File: src/rtl/pulse_freq_counter_32ch.sv
`default_nettype none
// ============================================================================
//  Module      : pulse_freq_counter_32ch
//  Description : Per-channel rising-edge counter over a programmable gate
//                window. All channel counts are snapshotted at window end and
//                streamed out as NCH words over a valid/ready interface.
//  Revision    : 1.0 - initial release
// ============================================================================
module pulse_freq_counter_32ch #(
   parameter int NCH   = 32,
   parameter int CNT_W = 24,
   parameter int OVR_W = 16
) (
   input  logic                     clk_20m,
   input  logic                     rst,
   input  logic [NCH-1:0]           pulse_in,
   input  logic                     meas_en,
   input  logic [31:0]              gate_len,
   output logic                     out_valid,
   input  logic                     out_ready,
   output logic [$clog2(NCH)-1:0]   out_ch,
   output logic [CNT_W-1:0]         out_cnt,
   output logic                     out_last,
   output logic [OVR_W-1:0]         ovr_cnt
);

   localparam int               IDX_W    = $clog2(NCH);
   localparam logic [CNT_W-1:0] CNT_MAX  = '1;
   localparam logic [OVR_W-1:0] OVR_MAX  = '1;
   localparam logic [IDX_W-1:0] IDX_LAST = IDX_W'(NCH - 1);

   typedef enum logic [0:0] {
      ST_IDLE = 1'b0,
      ST_SEND = 1'b1
   } state_t;

   // ---------------------------------------------------------------------
   // Edge detect and gate window
   // ---------------------------------------------------------------------
   logic [NCH-1:0] prev_in_q;
   logic [NCH-1:0] rise;
   logic [31:0]    gate_cnt_q, gate_cnt_d;
   logic [31:0]    gate_len_q, gate_len_d;
   logic [31:0]    gate_eff;
   logic           win_start;
   logic           win_end;

   // Rising edges, window start/end detection and gate counter next value.
   // gate_len is captured on the first cycle of each window; the fresh value
   // already governs that cycle so a one-cycle window ends immediately.
   always_comb begin
      rise       = pulse_in & ~prev_in_q;
      win_start  = meas_en && (gate_cnt_q == 32'd0);
      gate_len_d = gate_len_q;
      if (win_start) begin
         gate_len_d = (gate_len == 32'd0) ? 32'd1 : gate_len;
      end
      gate_eff   = win_start ? gate_len_d : gate_len_q;
      win_end    = meas_en && (gate_cnt_q == (gate_eff - 32'd1));
      gate_cnt_d = 32'd0;
      if (meas_en && !win_end) begin
         gate_cnt_d = gate_cnt_q + 32'd1;
      end
   end

   // Edge history runs regardless of meas_en; reset to ones so a line held
   // high across reset release is not mistaken for an edge.
   always_ff @(posedge clk_20m or posedge rst) begin
      if (rst) begin
         prev_in_q  <= '1;
         gate_cnt_q <= 32'd0;
         gate_len_q <= 32'd0;
      end else begin
         prev_in_q  <= pulse_in;
         gate_cnt_q <= gate_cnt_d;
         gate_len_q <= gate_len_d;
      end
   end

   // ---------------------------------------------------------------------
   // Per-channel saturating counters
   // ---------------------------------------------------------------------
   logic [CNT_W-1:0] cnt_q     [NCH];
   logic [CNT_W-1:0] cnt_d     [NCH];
   logic [CNT_W-1:0] frame_val [NCH];

   // frame_val includes the edge of the current cycle, so an edge on the
   // window end cycle lands in the closing frame.
   always_comb begin
      for (int i = 0; i < NCH; i++) begin
         if (cnt_q[i] == CNT_MAX) begin
            frame_val[i] = CNT_MAX;
         end else begin
            frame_val[i] = cnt_q[i] + CNT_W'(rise[i]);
         end
         cnt_d[i] = (meas_en && !win_end) ? frame_val[i] : '0;
      end
   end

   // Counter registers.
   always_ff @(posedge clk_20m or posedge rst) begin
      if (rst) begin
         for (int i = 0; i < NCH; i++) begin
            cnt_q[i] <= '0;
         end
      end else begin
         for (int i = 0; i < NCH; i++) begin
            cnt_q[i] <= cnt_d[i];
         end
      end
   end

   // ---------------------------------------------------------------------
   // Readout FSM with shadow snapshot
   // ---------------------------------------------------------------------
   state_t           state_q, state_d;
   logic [CNT_W-1:0] shadow_q [NCH];
   logic [CNT_W-1:0] shadow_d [NCH];
   logic [IDX_W-1:0] idx_q, idx_d;
   logic [IDX_W-1:0] idx_nxt;
   logic [CNT_W-1:0] out_cnt_q, out_cnt_d;
   logic             out_last_q, out_last_d;
   logic [OVR_W-1:0] ovr_cnt_q, ovr_cnt_d;
   logic             accept;

   // Next-state and output-register logic; a window end while a frame is
   // still being sent (including on its final accept) is dropped and counted.
   always_comb begin
      state_d    = state_q;
      shadow_d   = shadow_q;
      idx_d      = idx_q;
      out_cnt_d  = out_cnt_q;
      out_last_d = out_last_q;
      ovr_cnt_d  = ovr_cnt_q;
      accept     = (state_q == ST_SEND) && out_ready;
      idx_nxt    = idx_q + 1'b1;

      case (state_q)
         ST_IDLE: begin
            if (win_end) begin
               state_d    = ST_SEND;
               shadow_d   = frame_val;
               idx_d      = '0;
               out_cnt_d  = frame_val[0];
               out_last_d = (NCH == 1);
            end
         end
         ST_SEND: begin
            if (win_end && (ovr_cnt_q != OVR_MAX)) begin
               ovr_cnt_d = ovr_cnt_q + 1'b1;
            end
            if (accept) begin
               if (idx_q == IDX_LAST) begin
                  state_d    = ST_IDLE;
                  idx_d      = '0;
                  out_cnt_d  = '0;
                  out_last_d = 1'b0;
               end else begin
                  idx_d      = idx_nxt;
                  out_cnt_d  = shadow_q[idx_nxt];
                  out_last_d = (idx_nxt == IDX_LAST);
               end
            end
         end
         default: begin
            state_d = ST_IDLE;
         end
      endcase
   end

   // State, shadow and output registers.
   always_ff @(posedge clk_20m or posedge rst) begin
      if (rst) begin
         state_q    <= ST_IDLE;
         idx_q      <= '0;
         out_cnt_q  <= '0;
         out_last_q <= 1'b0;
         ovr_cnt_q  <= '0;
         for (int i = 0; i < NCH; i++) begin
            shadow_q[i] <= '0;
         end
      end else begin
         state_q    <= state_d;
         idx_q      <= idx_d;
         out_cnt_q  <= out_cnt_d;
         out_last_q <= out_last_d;
         ovr_cnt_q  <= ovr_cnt_d;
         for (int i = 0; i < NCH; i++) begin
            shadow_q[i] <= shadow_d[i];
         end
      end
   end

   assign out_valid = (state_q == ST_SEND);
   assign out_ch    = idx_q;
   assign out_cnt   = out_cnt_q;
   assign out_last  = out_last_q;
   assign ovr_cnt   = ovr_cnt_q;

endmodule
`default_nettype wire

File: config.mk
export PLATFORM = sky130hd
export DESIGN_NAME = pulse_freq_counter_32ch
export DESIGN_NICKNAME = d
export VERILOG_FILES = /design/src/rtl/pulse_freq_counter_32ch.sv
export SDC_FILE = /design/constraint.sdc
export NUM_CORES = 2
export LEC_CHECK = 0
export ABC_CLOCK_PERIOD_IN_PS = 53500
export BUFFER_PORTS_ARGS = -buffer_cell sky130_fd_sc_hd__buf_2
export CORE_MARGIN = 5
export CORE_UTILIZATION = 45
export CTS_CLUSTER_SIZE = 14
export DETAILED_ROUTE_END_ITERATION = 10
export MAX_ROUTING_LAYER = met4
export SETUP_SLACK_MARGIN = 0.2
export SKIP_LAST_GASP = 1
export SLEW_MARGIN = 20
export SYNTH_ARGS = -nofsm -noshare
export SYNTH_HDL_FRONTEND = slang
export SYNTH_SLANG_ARGS = --single-unit
File: constraint.sdc
create_clock -name clk_20m -period 53.5 [get_ports clk_20m]
set_input_delay 8.025 -clock clk_20m [delete_from_list [all_inputs] [get_ports clk_20m]]
set_output_delay 8.025 -clock clk_20m [all_outputs]
set_load 0.005 [all_outputs]
==> impl_metrics.tcl <==
set metrics [dict create \
    p_sw_frac 0.2672 \
    hpwl_um 153300 \
    coreArea_um2 178400 \
    totalWireLength_um 218100 \
    fmax_ghz 0.06182 \
    outcome "finished, final reports clean" \
    grt_first_pass_wirelength_um 342000 \
    holdBufCountCts 0 \
    cts_resized 0 \
    r2r_setup_slack_ns 43.76 \
    ys_seq_area_frac 0.5212 \
    grt_max_degree 269 \
    track_usage 0.2398 \
    powerDensity_nw_per_um2 33.57 \
    tightest_slew_ns 1.120 \
    cp.arrival_ns 16.83 \
    p_comb_frac 0.128 \
    synth_top_cell_area_share 0.5108 \
    post_cts_buffers 0 \
    yosys_warnings 0 \
    hold_class "reg2reg" \
    mostFrequentLayoutCell "nor2_1" \
    setup_tns_ns 0 \
    p_switching_mw 0.7998 \
    syn_area_um2 80690 \
    area_growth_pct 10.52 \
    num_rows 155 \
    setup_ws_ns 37.32 \
    cp-end-kind "flip-flop" \
    rsz0062_at_grt "false" \
    die_x_um 433.5 \
    detail_route.wl_per_cell_um 20.21 \
    netlist_instances 8313 \
    layout_common_cells "1,701 x nor2_1, 1,646 x dfrtp_1, 1,209 x nand2_1" \
    cts-htree-levels 4 \
    crit_path_max_fanout 191 \
    slew_headroom 0.2319 \
    first_pass_iters 5 \
    cts_buffers 183 \
    dieArea_um2 187900 \
    nFillCells 16330 \
    post-route-min-period_ns 16.18 \
    route.detailed.drc 0 \
    drive_above_1_share 0.09919 \
    utilization 0.4998 \
    async_reset_ff_frac 1.000 \
    ys_ff_latch 1679 \
    fin_skew_ns 0.04095 \
    syn_nets 8452 \
    ys_types 77 \
    drv.max_cap_violation_count 0 \
    slew_viol_final 0 \
    hold_viol 0 \
    start_util 0.4522 \
    leakage_nw 39.56 \
    cp.required_ns 54.15 \
    ant_nets 0 \
    insertion_delay_ns 0.82 \
    grt-ovfl-total 0 \
    cts_tree "yes" \
    p_seq_frac 0.436 \
    power_mw 2.994 \
    nNetsFinal 8406 \
    gp_congestion 0.9167 \
    place_ws_ns 36.66 \
    synth_area_per_cell_um2 9.706 \
    path_clk_slew_ns 0.06 \
    setup_violations 0 \
    cellInternalPower_mw 2.194 \
    die_y_um 433.5 \
    pwr-share-clk 0.436 \
    cts_max_path_buffers 3 \
    drtIter0Drc 4624 \
    port-buffer-count 114 \
    cts.sinks 1679 \
    synth_area_leader_cell "dfrtp_1" \
    ios 115 \
    crit_type "in2reg" \
    peakVddDrop_mv 0.05917 \
    synth_edf_count 0 \
    vias_per_cell 5.411 \
    grt_pass1_vias 57830 \
    vias 58400 \
    synthTopCellsByArea "dfrtp_1 51%, nor2_1 7.9%, mux4_2 6.0%, nand2_1 5.6%, xnor2_1 4.7%" \
    min_period_over_period 0.3024 \
    start_kind "primary input" \
    antenna_found_initial 14 \
    ys.flop_type "dfrtp_1" \
    cts_root_buf "clkbuf_16" \
]
## final timing paths
kind,start,endpoint,cells past startpoint
max,meas_en,cnt_q[57],21
min,shadow_q[727],shadow_q[727],2
max reg2reg,gate_cnt_q[4],cnt_q[57],20
min reg2reg,shadow_q[727],shadow_q[727],2
max in group asynchronous,rst,cnt_q[217],8
min in group asynchronous,rst,shadow_q[701],2
## power groups by stage
stage	clock, mW	sequential [mW]	combinational, mW
finish	1.31	1.30	0.384
detailed placement	0	1.33	0.388
global route	1.39	1.31	0.410
floorplan	0	1.32	0.283
CTS	1.34	1.30	0.388
global placement	0	1.33	0.386
## routing by layer
metal,up-vias,track usage,routed length (µm)
met4,0,0.08291,7745
met3,304,0.03587,9892
met5,-,-,0
met1,29010,0.3228,97620
met2,1147,0.3747,102800
li1,27950,-,-
## flip-flops by register name, indices dropped and copies added, names as in the netlist
signal      cells
gate_cnt_q     32
gate_len_q     32
out_cnt        24
ovr_cnt        16
prev_in_q      32
out_valid       1
shadow_q      768
cnt_q         768
out_last        1
out_ch          5
## logic make-up (layout without fill, tap and decap cells)
| family | count (synthesis) | in the layout | share of synthesized area |
|---|---|---|---|
| AO/OA/AOI/OAI | 1030 | 1030 | 0.06742 |
| XOR/XNOR | 689 | 689 | 0.07479 |
| other | 0 | 20 | 0 |
| adder cells (fa/ha/maj) | 71 | 71 | 0.01101 |
| flip-flops | 1679 | 1679 | 0.5212 |
| multiplexers | 370 | 370 | 0.07955 |
| buffers and inverters | 507 | 612 | 0.03256 |
| AND/OR/NAND/NOR | 3967 | 3967 | 0.2135 |
## Yosys cell counts, drive strengths merged, types with 8 or more instances
master	instances
nor2	1706
xor2	256
xnor2	433
nand3	333
o21a	11
nand2b	23
nor3	58
a31oi	18
or3	51
buf	224
dfstp	32
o2bb2ai	8
and4	25
or2	38
and3	184
inv	76
mux2	10
clkbuf	202
nand2	1211
or4	26
nor2b	54
and2	90
a21oi	88
mux4	216
o21ai	840
nand4	94
nor4	49
dfrtp	1647
ha	71
mux2i	144
## layout make-up
type / instances / area [µm²] / area share
Timing Repair Buffer: 200 / 1355 / 0.01520
Inverter: 76 / 289.0 / 0.003241
Clock inverter: 65 / 819.5 / 0.009190
Multi-Input combinational cell: 6127 / 36190 / 0.4059
Sequential cell: 1679 / 42060 / 0.4716
Tap cell: 2355 / 2947 / 0.03304
Clock buffer: 271 / 5464 / 0.06127
Antenna cell: 20 / 50.05 / 0.0005612
## stage by stage
stage          hold slack, ns  std cells  area [µm²]
2_1_floorplan          0.4446       8313       80690
3_3_place_gp           0.4557      10440       82760
3_5_place_dp           0.4653      10440       82780
4_1_cts                0.4791      10770       89060
5_1_grt                0.4905      10790       89170
6_report               0.4728      10790       89180
## critical path: stages
cell	delay, ns
buf_2	0.17
nor4b_1	0.31
and4_1	0.69
nand2_2	0.33
o31a_1	0.42
inv_1	0.08
ha_1	0.20
or3b_2	0.50
nor4_1	0.37
nor3b_1	0.71
nand3_1	0.14
o31ai_1	0.13
a21oi_1	0.12
a2111oi_0	0.48
and4bb_2	0.42
nand2_1	0.13
nand2_4	0.56
buf_12	0.65
buf_4	0.90
buf_4	0.93
nor2_1	0.12
Power figures use the tool's default switching activity.
